### src/rtl/audio_ctrl_sequencer.sv
// Pop-free control front end for the audio mixer: owns attenuation, mix, filter
// select and mute, and fades every filter switch or pause through a hard mute.
module audio_ctrl_sequencer #(
    parameter logic [31:0] BASE_ADDR      = 32'h0000_0000,
    parameter int          RAMP_SAMPLES   = 4,
    parameter int          SETTLE_SAMPLES = 64,
    parameter logic [3:0]  VOL_DEFAULT    = 4'd0,
    parameter logic [1:0]  MIX_DEFAULT    = 2'd0,
    parameter logic [3:0]  FILTER_DEFAULT = 4'd0
) (
    input  logic        clk_sys,
    input  logic        reset,
    input  logic        sample_ce,
    input  logic        pause_core,
    input  logic [31:0] bridge_addr,
    input  logic        bridge_wr,
    input  logic [31:0] bridge_wr_data,
    input  logic        bridge_rd,
    output logic [31:0] bridge_rd_data,
    output logic [3:0]  vol_att,
    output logic [1:0]  mix,
    output logic [3:0]  afilter_sw,
    output logic        mute,
    output logic        busy
);

    // state    | meaning
    // IDLE     | vol_att at target, nothing pending
    // RAMP     | stepping vol_att toward vol_tgt (also the fade-in after mute)
    // FADE_OUT | stepping vol_att up to 15 ahead of a mute
    // MUTED    | hard mute; apply pending filter or release when unpaused
    // SETTLE   | hold mute for SETTLE_SAMPLES strobes after a filter change
    typedef enum logic [2:0] {
        ST_IDLE     = 3'd0,
        ST_RAMP     = 3'd1,
        ST_FADE_OUT = 3'd2,
        ST_MUTED    = 3'd3,
        ST_SETTLE   = 3'd4
    } state_t;

    localparam int STEP_W = (RAMP_SAMPLES > 1) ? $clog2(RAMP_SAMPLES) : 1;
    localparam int SET_W  = $clog2(SETTLE_SAMPLES + 1);

    state_t            state_q;
    logic [3:0]        vol_att_q;
    logic [3:0]        vol_tgt_q;
    logic              mute_q;
    logic [1:0]        mix_q;
    logic [3:0]        afilter_q;
    logic [3:0]        filt_tgt_q;
    logic              filt_pend_q;
    logic [STEP_W-1:0] step_q;
    logic [SET_W-1:0]  settle_q;
    logic [31:0]       rd_data_q;
    logic [31:0]       rd_data_d;

    logic sel_vol, sel_mix, sel_filt, sel_stat;
    logic wr_vol, wr_mix, wr_filt;
    logic stepping, step_tick;
    logic unused_wr_bits;

    assign sel_vol  = (bridge_addr == BASE_ADDR);
    assign sel_mix  = (bridge_addr == BASE_ADDR + 32'h4);
    assign sel_filt = (bridge_addr == BASE_ADDR + 32'h8);
    assign sel_stat = (bridge_addr == BASE_ADDR + 32'hC);

    assign wr_vol  = bridge_wr && sel_vol;
    assign wr_mix  = bridge_wr && sel_mix;
    assign wr_filt = bridge_wr && sel_filt;

    assign unused_wr_bits = ^bridge_wr_data[31:4];

    assign stepping  = (state_q == ST_RAMP) || (state_q == ST_FADE_OUT);
    assign step_tick = stepping && sample_ce && (step_q == STEP_W'(RAMP_SAMPLES - 1));

    always_comb begin
        rd_data_d = '0;
        if (sel_vol) begin
            rd_data_d[3:0] = vol_tgt_q;
        end else if (sel_mix) begin
            rd_data_d[1:0] = mix_q;
        end else if (sel_filt) begin
            rd_data_d[3:0] = filt_tgt_q;
        end else if (sel_stat) begin
            rd_data_d[2:0] = state_q;
            rd_data_d[7:4] = vol_att_q;
            rd_data_d[8]   = mute_q;
            rd_data_d[9]   = filt_pend_q;
        end
    end

    always_ff @(posedge clk_sys) begin
        if (reset) begin
            state_q     <= ST_MUTED;
            vol_att_q   <= 4'd15;
            vol_tgt_q   <= VOL_DEFAULT;
            mute_q      <= 1'b1;
            mix_q       <= MIX_DEFAULT;
            afilter_q   <= FILTER_DEFAULT;
            filt_tgt_q  <= FILTER_DEFAULT;
            filt_pend_q <= 1'b0;
            step_q      <= '0;
            settle_q    <= '0;
            rd_data_q   <= '0;
        end else begin
            if (stepping && sample_ce) begin
                step_q <= step_tick ? '0 : step_q + 1'b1;
            end
            if (wr_vol) begin
                vol_tgt_q <= bridge_wr_data[3:0];
            end
            if (wr_mix) begin
                mix_q <= bridge_wr_data[1:0];
            end
            if (bridge_rd) begin
                rd_data_q <= rd_data_d;
            end

            // Every transition below also clears the step counter.
            case (state_q)
                ST_IDLE: begin
                    if (pause_core || filt_pend_q) begin
                        state_q <= ST_FADE_OUT;
                        step_q  <= '0;
                    end else if (vol_att_q != vol_tgt_q) begin
                        state_q <= ST_RAMP;
                        step_q  <= '0;
                    end
                end
                ST_RAMP: begin
                    if (pause_core || filt_pend_q) begin
                        state_q <= ST_FADE_OUT;
                        step_q  <= '0;
                    end else if (vol_att_q == vol_tgt_q) begin
                        state_q <= ST_IDLE;
                        step_q  <= '0;
                    end else if (step_tick) begin
                        vol_att_q <= (vol_att_q < vol_tgt_q) ? vol_att_q + 4'd1
                                                             : vol_att_q - 4'd1;
                    end
                end
                ST_FADE_OUT: begin
                    if (vol_att_q == 4'd15) begin
                        mute_q  <= 1'b1;
                        state_q <= ST_MUTED;
                        step_q  <= '0;
                    end else if (step_tick) begin
                        vol_att_q <= vol_att_q + 4'd1;
                    end
                end
                ST_MUTED: begin
                    if (filt_pend_q) begin
                        afilter_q   <= filt_tgt_q;
                        filt_pend_q <= 1'b0;
                        settle_q    <= SET_W'(SETTLE_SAMPLES);
                        state_q     <= ST_SETTLE;
                        step_q      <= '0;
                    end else if (!pause_core) begin
                        mute_q  <= 1'b0;
                        state_q <= ST_RAMP;
                        step_q  <= '0;
                    end
                end
                ST_SETTLE: begin
                    if (settle_q == '0) begin
                        state_q <= ST_MUTED;
                        step_q  <= '0;
                    end else if (sample_ce) begin
                        settle_q <= settle_q - 1'b1;
                    end
                end
                default: begin
                    state_q <= ST_IDLE;
                    step_q  <= '0;
                end
            endcase

            // Placed after the FSM so a write landing on the consume cycle wins.
            if (wr_filt) begin
                filt_tgt_q <= bridge_wr_data[3:0];
                if (!((bridge_wr_data[3:0] == afilter_q) && !filt_pend_q)) begin
                    filt_pend_q <= 1'b1;
                end
            end
        end
    end

    assign bridge_rd_data = rd_data_q;
    assign vol_att        = vol_att_q;
    assign mix            = mix_q;
    assign afilter_sw     = afilter_q;
    assign mute           = mute_q;
    assign busy           = (state_q != ST_IDLE);

endmodule

### config.mk
export PLATFORM = sky130hd
export DESIGN_NAME = audio_ctrl_sequencer
export DESIGN_NICKNAME = d
export VERILOG_FILES = /design/src/rtl/audio_ctrl_sequencer.sv
export SDC_FILE = /design/constraint.sdc
export NUM_CORES = 1
export LEC_CHECK = 0
export ABC_AREA = 0
export BUFFER_PORTS_ARGS = -buffer_cell sky130_fd_sc_hd__buf_2
export CAP_MARGIN = 20
export CORE_MARGIN = 2
export CORE_UTILIZATION = 35
export CTS_CLUSTER_SIZE = 8
export DETAILED_ROUTE_END_ITERATION = 6
export PLACE_DENSITY = 0.66
export RECOVER_POWER = 25
export SYNTH_ARGS = -nofsm -noshare
export SYNTH_HDL_FRONTEND = slang
export SYNTH_SLANG_ARGS = --single-unit
### constraint.sdc
create_clock -name clk_sys -period 5.4 [get_ports clk_sys]
set_input_delay 0.27 -clock clk_sys [delete_from_list [all_inputs] [get_ports clk_sys]]
set_output_delay 0.27 -clock clk_sys [all_outputs]
set_load 0.01 [all_outputs]
==> metrics, run 1 <==
TritonRoute pass-1 iters 4; Critical Path Max Stage Delay 650 ps; mux contribution to synthesized area 5.91%; Clk Latency, worst-skew pair 290 ps; num rows 30; Post-CTS Hold Buffers 0; pre-CTS setup slack 3080 ps; main combinational cell family by area after synthesis simple AND/OR/NAND/NOR gates; Top cell by count, worst path a31oi_1; synth top area cells dfxtp_1, buf_4, ha_1; Slew @ Worst Pin 790 ps; Final Util 41.7%; I/O Buffers 63; Synth Instances 293; outcome complete, no violations; sequential power share 53.4%; GRT Util Overall 14.7%; synthesized area per cell 8.39 µm²; final hold vios 0; final worst slack 3080 ps; P per Cell Area 212 nW/µm²; clk sink count 42; post-synth cell types 51; largest net degree at the start of global routing 46; area leader, netlist dfxtp_1; crit path buf inv count 1; layout cells sized above 1 20.2%; Max Slew Vio Count 0; post-cts sizing count 0; CP Max Fanout 6; Final TNS setup 0 ps; Die W 87.8 µm; WL/cell 13.0 µm; Setup Skew 6.25 ps; fillcell total 697; Die Height 87.8 µm; asr flop ratio synth 0%; Pleak 1.11 nW; Req. time, crit path 5630 ps; Synth Area in Simple Gates 25.7%; sw frac 25.8%; RSZ-0062 raised after global routing false; logic gate share of total power 11.3%; Slew HR 46.9%; startpoint types register; Seq/Total Area, Yosys 34.2%; Syn. warnings 0; Via Count 2206; Synth Area in Compound Gates 14.3%; multi-input logic area 1430 µm²; Final Critical Period 2320 ps; vias in the first global route 1940; Synth Area in Adders 4.58%; MaxCap Viol Count 0; clock root buffer clkbuf_8; total gr overflow 0; Critical Path AT 2550 ps; Routed WL 5820 µm; Placed Area 2760 µm²; Post-CTS Setup Inserts 0; Area Growth Syn to Fin 15.2%; initial antenna violation count 0; critical path class register to register; final setup fails 0; Mapped Area 2460 µm²; Worst VDD drop 0.108 mV; Synth Area in XOR/XNOR 4.28%; fmax 0.431 GHz; # DRC 0; starting density of the core 36.2%; critical path endpoint category register; DRT iter0 DRCs 94; sequential cell area 841 µm²; Placer Congestion 0.825; H-tree lvl count 2; core area 6790 µm²; Clock Power Share 35.3%; Top delay family on crit path simple AND/OR/NAND/NOR gates; design area 2830 µm²; Int Pwr 0.444 mW; Worst path slowest cell or4b_1; most common cell in the netlist dfxtp_1; net load switching power 0.155 mW; IO Count 114; main flop type after synthesis dfxtp_1; Cell Chain, Critical Path inv_1 -> ha_1 -> nand4_1 -> a31oi_1 -> or4b_1 -> a31oi_1 -> mux2i_1; dpl hpwl 4460 µm; Post-DRT Antenna Nets 0; die area 7710 µm²; Synth top area share 34.2%; Synth Register Bits 42; CTS tree done; Post-synth EDFFs 0; number of nets in the layout 429; final worst-path cycle share 43.0%; DR vias/cell 4.94; first-pass GRT wire length 8890 µm; Hold Path Class input port to register; # diodes 0; total CTS buffers 5; Clock transition at path regs 80 ps; CTS Buffer Depth 2; Synth top cells by count dfxtp_1, nor2_1, nand2_1
## worst min-delay path: stages
cell      delay, ps
buf_2           110
nand3b_1         80
o31ai_1          60
## path summary, 6_finish.rpt
path	cells after the start	start	to	slack (ps)
max	7	vol_att[0]	vol_att[2]	3080
min	3	bridge_wr_data[2]	vol_tgt_q[2]	250
max reg2reg	7	vol_att[0]	vol_att[2]	3080
min reg2reg	2	filt_tgt_q[1]	afilter_sw[1]	470
## final cells by class
cell class	count	area share (%)
clock buffer	6	2.92
clock inverter	2	0.442
inverter	14	1.86
multi-input combinational	224	50.4
sequential	42	29.7
tap	96	4.24
timing repair buffer	63	10.4
## stage by stage
step	total power, mW	hold WS, ps	std cells
CTS	0.608	246	447
finish	0.599	252	447
detailed placement	0.394	453	439
global route	0.630	237	447
floorplan	0.382	416	314
global placement	0.394	450	439
## registers in the layout, summed over array words and instances, names as in the netlist
signal	count
afilter_sw	4
settle_q	7
bridge_rd_data	10
mute	1
state_q	3
mix	2
filt_tgt_q	4
filt_pend_q	1
step_q	2
vol_tgt_q	4
vol_att	4
## power by group through the flow
stage / Combinational (mW) / Sequential (mW) / Clock [mW]
after detailed placement: 0.0673 / 0.327 / 0
after CTS: 0.0679 / 0.320 / 0.220
after global placement: 0.0669 / 0.327 / 0
final: 0.0677 / 0.320 / 0.212
after floorplan: 0.0589 / 0.323 / 0
after global routing: 0.0760 / 0.321 / 0.234
## per-layer routing
metal,vias up,wire (µm),track usage (%)
met4,0,45,4.06
met1,1018,2530,17.8
met3,4,410,3.39
met5,-,0,0
met2,91,2840,26.2
li1,1093,-,-
## kinds of logic (layout without fill, tap and decap cells)
logic type / Yosys count / after routing
AND/OR/NAND/NOR: 117 / 117
AO/OA/AOI/OAI: 52 / 52
buffers and inverters: 48 / 85
flip-flops: 42 / 42
XOR/XNOR: 12 / 12
multiplexers: 12 / 12
adder cells (fa/ha/maj): 9 / 9
other: 1 / 22
## cells in the final DEF, fill, tap and decap left out, types with 3 or more instances in the layout
| cell type | netlist | layout |
|---|---|---|
| or3_1 | 4 | 4 |
| xor2_1 | 9 | 9 |
| nand3_1 | 10 | 10 |
| o31ai_1 | 3 | 3 |
| clkbuf_8 | 0 | 6 |
| a21oi_1 | 17 | 17 |
| o211ai_1 | 3 | 3 |
| a22oi_1 | 4 | 4 |
| ha_1 | 9 | 9 |
| xnor2_1 | 3 | 3 |
| nand2_1 | 26 | 26 |
| clkbuf_1 | 8 | 16 |
| or2_2 | 3 | 3 |
| nand2b_1 | 8 | 8 |
| o21ai_0 | 11 | 11 |
| conb_1 | 1 | 22 |
| dfxtp_1 | 42 | 42 |
| nor2_1 | 28 | 28 |
| buf_2 | 4 | 47 |
| mux2i_1 | 10 | 10 |
| nor4_1 | 11 | 11 |
| nor2b_1 | 5 | 5 |
| inv_1 | 14 | 14 |
| nand4_1 | 3 | 3 |
(Power assumes the default switching activity.)
==> run 2: changes to the inputs <==
- clock period: 5.4 -> 2.3 ns (I/O delays scaled with it)
==> run 2 against run 1 <==
  * Clock skew up 2.3 ps
  * Routed wire length up 2.3%
  * Fmax up 11%
  * Final area up 2.7%
  * Final cell count up 1.8%
  * Combinational power up 140%
  * Sequential power up 130%
  * Clock-buffer cell count down 1
==> metrics, run 2 (synthesized netlist as in run 1, its figures left out) <==
P per Cell Area 515 nW/µm² (was 212 nW/µm²); final worst-path cycle share 90.7% (was 43.0%); Area Growth Syn to Fin 18.4% (was 15.2%); DR vias/cell 4.97 (was 4.94); total CTS buffers 5 (unchanged); dpl hpwl 4540 µm (was 4460 µm); CTS Buffer Depth 2 (unchanged); I/O Buffers 63 (unchanged); clk sink count 42 (unchanged); TritonRoute pass-1 iters 4 (unchanged); final worst slack 215 ps (was 3080 ps); CTS tree done (unchanged); Req. time, crit path 2490 ps (was 5630 ps); final setup fails 0 (unchanged); num rows 30 (unchanged); number of nets in the layout 437 (was 429); Slew HR 48.6% (was 46.9%); Setup Skew 8.56 ps (was 6.25 ps); Post-CTS Hold Buffers 0 (unchanged); clock root buffer clkbuf_8 (unchanged); IO Count 114 (unchanged); Post-CTS Setup Inserts 0 (unchanged); total gr overflow 0 (unchanged); RSZ-0062 raised after global routing false (unchanged); die area 7710 µm² (unchanged); Post-DRT Antenna Nets 0 (unchanged); critical path class register to register (unchanged); startpoint types register (unchanged); Routed WL 5960 µm (was 5820 µm); Die W 87.8 µm (unchanged); final hold vios 0 (unchanged); Cell Chain, Critical Path and3b_1 -> a32o_1 -> a311oi_2 -> o311ai_0 -> a31o_2 (was inv_1 -> ha_1 -> nand4_1 -> a31oi_1 -> or4b_1 -> a31oi_1 -> mux2i_1); MaxCap Viol Count 0 (unchanged); initial antenna violation count 0 (unchanged); GRT Util Overall 15.3% (was 14.7%); most frequent cells in the layout buf_2, dfxtp_1, nor2_1 (unchanged); Clk Latency, worst-skew pair 300 ps (was 290 ps); WL/cell 13.1 µm (was 13.0 µm); # DRC 0 (unchanged); Critical Path AT 2270 ps (was 2550 ps); Critical Path Max Stage Delay 540 ps (was 650 ps); Clock transition at path regs 90 ps (was 80 ps); pre-CTS setup slack 228 ps (was 3080 ps); Worst path slowest cell dfxtp_1 (was or4b_1); Die Height 87.8 µm (unchanged); Worst VDD drop 0.345 mV (was 0.108 mV); max FFs per register 10 (unchanged); CP Max Fanout 11 (was 6); largest net degree at the start of global routing 46 (unchanged); starting density of the core 36.2% (unchanged); outcome complete, no violations (unchanged); DRT iter0 DRCs 73 (was 94); fmax 0.480 GHz (was 0.431 GHz); Hold Path Class input port to register (unchanged); most common cell after layout, fill and taps aside buf_2 (unchanged); Slew @ Worst Pin 770 ps (was 790 ps); Via Count 2263 (was 2206); vias in the first global route 2117 (was 1940); Placer Congestion 0.789 (was 0.825); core area 6790 µm² (unchanged); critical path endpoint category register (unchanged); H-tree lvl count 2 (unchanged); layout cells sized above 1 22.0% (was 20.2%); # diodes 0 (unchanged); Pleak 1.16 nW (was 1.11 nW); Final Critical Period 2090 ps (was 2320 ps); Max Slew Vio Count 0 (unchanged); Final TNS setup 0 ps (unchanged); first-pass GRT wire length 9370 µm (was 8890 µm); post-cts sizing count 0 (unchanged)
[run 2: worst paths after layout]
kind                     startpoint                 to  slack (ps)  cells past startpoint
setup / recovery         state_q[2]         state_q[0]         210                      5
hold / removal    bridge_wr_data[2]       vol_tgt_q[2]         100                      3
hold reg to reg   bridge_rd_data[6]  bridge_rd_data[6]         470                      2
setup reg to reg         state_q[2]         state_q[0]         210                      5
[run 2: final cells by class]
class / count / area (µm²)
Fill cell: 700 / 3880
Multi-Input combinational cell: 224 / 1430
Sequential cell: 42 / 841
Timing Repair Buffer: 71 / 355
Tap cell: 96 / 120
Clock buffer: 5 / 68.8
Inverter: 14 / 52.6
Clock inverter: 3 / 43.8
[run 2: worst max-delay path, delay by kind of cell, from the launching register on]
| kind | cells | cell delay [ps] |
|---|---|---|
| AND/OR/NAND/NOR | 1 | 270 |
| flip-flops | 1 | 540 |
| AO/OA/AOI/OAI | 4 | 1180 |
[run 2: routing by layer]
| metal | wire length, µm | GRT usage [%] |
|---|---|---|
| met4 | 36 | 4.20 |
| met5 | 0 | 0 |
| met3 | 378 | 3.39 |
| met1 | 2610 | 18.3 |
| met2 | 2930 | 27.3 |
[run 2: through the flow]
stage,cell area [µm²],total power [mW],instances,utilization (%),hold WS [ps]
final,2910,1.50,455,42.8,95.5
after floorplan,2540,0.896,314,-,261
after global placement,2820,0.926,447,41.5,399
after CTS,2930,1.52,455,43.1,92.7
after global routing,2910,1.57,455,42.8,99.0
after detailed placement,2820,0.931,447,41.5,406
[run 2: power breakdown]
| group | total (mW) | internal (mW) | switching [mW] |
|---|---|---|---|
| logic | 0.165 | 0.0705 | 0.0950 |
| registers | 0.748 | 0.734 | 0.0146 |
| clock network | 0.585 | 0.325 | 0.259 |
| total | 1.50 | 1.13 | 0.369 |
==> run 3: changes to the inputs <==
- RECOVER_POWER: 25 -> default
- SETUP_SLACK_MARGIN: default -> 0.3
- SLEW_MARGIN: default -> 15
==> run 3 against run 2 <==
  * Non-clock buffer count grew 8
  * Sequential share of layout area shrank 1.3 points
  * Global-route usage grew 0.42 points
  * Register-to-register slack gained 150 ps
  * Clock-buffer cell count grew 2
  * Combinational power grew 5%
  * Via count grew 1.5%
  * Sequential power is essentially flat
  * Critical path type unchanged
  * Largest power group unchanged
==> metrics, run 3 (synthesized netlist as in run 1, its figures left out) <==
Via Count 2297 (was 2263); most frequent cells in the layout buf_2, dfxtp_1, nor2_1, nand2_1, conb_1 (was buf_2, dfxtp_1, nor2_1); Final TNS setup 0 ps (unchanged); Critical Path AT 2170 ps (was 2270 ps); Die Height 87.8 µm (unchanged); CP Max Fanout 11 (unchanged); critical path endpoint category register (unchanged); worst reg2reg endpoint settle_q[4] (was state_q[0]); Setup Skew 12.5 ps (was 8.56 ps); RSZ-0062 raised after global routing true (was false); R2R Path Start state_q[2] (unchanged); net load switching power 0.373 mW (was 0.369 mW); WL/cell 13.3 µm (was 13.1 µm); # diodes 0 (unchanged); Post-DRT Antenna Nets 0 (unchanged); Hold EP vol_tgt_q[3] (was vol_tgt_q[2]); fillcell total 680 (was 700); IO Count 114 (unchanged); Clock transition at path regs 90 ps (about the same); I/O Buffers 63 (unchanged); clock root buffer clkbuf_8 (unchanged); # DRC 0 (unchanged); hold path depth 3 (unchanged); sequential power share 48.8% (was 49.9%); starting density of the core 36.2% (unchanged); Hold Path Class input port to register (unchanged); CTS Buffer Depth 2 (unchanged); Tot Pwr 1.54 mW (was 1.50 mW); MaxCap Viol Count 0 (unchanged); critical path class register to register (unchanged); Placer Congestion 0.818 (was 0.789); total CTS buffers 5 (unchanged); Int Pwr 1.16 mW (was 1.13 mW); Area Growth Syn to Fin 26.2% (was 18.4%); Routed WL 6180 µm (was 5960 µm); num rows 30 (unchanged); first-pass GRT wire length 9600 µm (was 9370 µm); TritonRoute pass-1 iters 4 (unchanged); Max Slew Vio Count 0 (unchanged); sw frac 24.2% (was 24.6%); H-tree lvl count 2 (unchanged); Req. time, crit path 2530 ps (was 2490 ps); outcome complete, no violations (unchanged); logic gate share of total power 11.3% (was 11.0%); dpl hpwl 4620 µm (was 4540 µm); GRT Util Overall 15.7% (was 15.3%); final worst-path cycle share 84.3% (was 90.7%); Clock Power Share 40.0% (was 39.0%); fmax 0.516 GHz (was 0.480 GHz); Clk Latency, worst-skew pair 300 ps (about the same); clk sink count 42 (unchanged); Worst VDD drop 0.363 mV (was 0.345 mV); Slew HR 46.7% (was 48.6%); Post-CTS Hold Buffers 0 (unchanged); final hold vios 0 (unchanged); vias in the first global route 2135 (was 2117); final setup fails 0 (unchanged); multi-input logic area 1510 µm² (was 1430 µm²); total gr overflow 0 (unchanged); DR vias/cell 4.96 (was 4.97); largest net degree at the start of global routing 46 (unchanged); R2R cell count 6 (was 5); number of nets in the layout 445 (was 437); layout cells sized above 1 34.6% (was 22.0%); initial antenna violation count 0 (unchanged); die area 7710 µm² (unchanged); Die W 87.8 µm (unchanged); DRT iter0 DRCs 125 (was 73); hold path start bridge_wr_data[3] (was bridge_wr_data[2]); Slew @ Worst Pin 800 ps (was 770 ps); Pleak 1.28 nW (was 1.16 nW); P per Cell Area 496 nW/µm² (was 515 nW/µm²); CTS tree done (unchanged); Final Critical Period 1940 ps (was 2090 ps); startpoint types register (unchanged); R2R Setup Slk 360 ps (was 210 ps); sequential cell area 857 µm² (was 841 µm²); max FFs per register 10 (unchanged); core area 6790 µm² (unchanged); most common cell after layout, fill and taps aside buf_2 (unchanged)
==> run 3: changes by cell type in the layout (fill, tap and decap cells not counted), moves of 4 or more <==
cell	delta
ha_4	+4
inv_1	-4
dfxtp_2	+7
buf_2	+16
dfxtp_1	-9
clkbuf_1	-15
ha_1	-5
buf_4	+6
==> run 3: critical path, cell delays in order (launching register included) <==
cell     delay, ps
dfxtp_2        450
or3b_4         440
a31oi_4        240
buf_4          160
o21ai_2         80
or3_1          360
a21oi_1        140
==> run 3: worst max-delay path by stage <==
stage	slack [ps]	depth (start not counted)	to	start
2_1_floorplan	320	8	vol_att[2]	vol_att[0]
3_3_place_gp	170	7	vol_att[2]	vol_att[0]
3_5_place_dp	140	7	vol_att[3]	vol_att[0]
4_1_cts	300	7	vol_att[3]	vol_att[0]
5_1_grt	280	8	vol_att[0]	vol_att[0]
6_report	360	6	settle_q[4]	state_q[2]
==> run 3: final cells by class <==
type | instances | share of cell area (%)
sequential | 42 | 27.6
multi-input combinational | 224 | 48.7
timing repair buffer | 79 | 14.3
clock buffer | 7 | 2.78
inverter | 14 | 1.77
clock inverter | 1 | 0.968
tap | 96 | 3.87
==> run 3: what timing repair did <==
item / in CTS / in global routing
pin swaps: 3 / 10
hold endpoints to repair: 0 / 0
setup buffers: 3 / 7
resized for setup: 4 / 24
setup endpoints to repair: 6 / 7
==> run 3: per-layer routing <==
metal | vias up | wire length [µm] | track usage [%]
met5 | - | 0 | 0
met4 | 0 | 55 | 3.92
met3 | 7 | 474 | 3.96
met2 | 85 | 3040 | 27.6
met1 | 1079 | 2610 | 19.1
li1 | 1126 | - | -
==> run 3: power groups by stage <==
stage | Combinational [mW] | Sequential, mW | Clock, mW
2_1_floorplan | 0.138 | 0.757 | 0
3_3_place_gp | 0.157 | 0.766 | 0
3_5_place_dp | 0.160 | 0.766 | 0
4_1_cts | 0.165 | 0.749 | 0.627
5_1_grt | 0.194 | 0.752 | 0.657
6_report | 0.173 | 0.750 | 0.615
==> run 3: per-stage QoR <==
stage	worst slack (ps)	instance area [µm²]	cells	utilization [%]	hold slack, ps
after detailed placement	144	2810	445	41.3	404
after floorplan	324	2540	314	-	261
after global routing	280	3100	463	45.7	101
final	361	3100	463	45.7	81.5
after global placement	175	2810	445	41.3	398
after CTS	300	2960	456	43.5	90.7
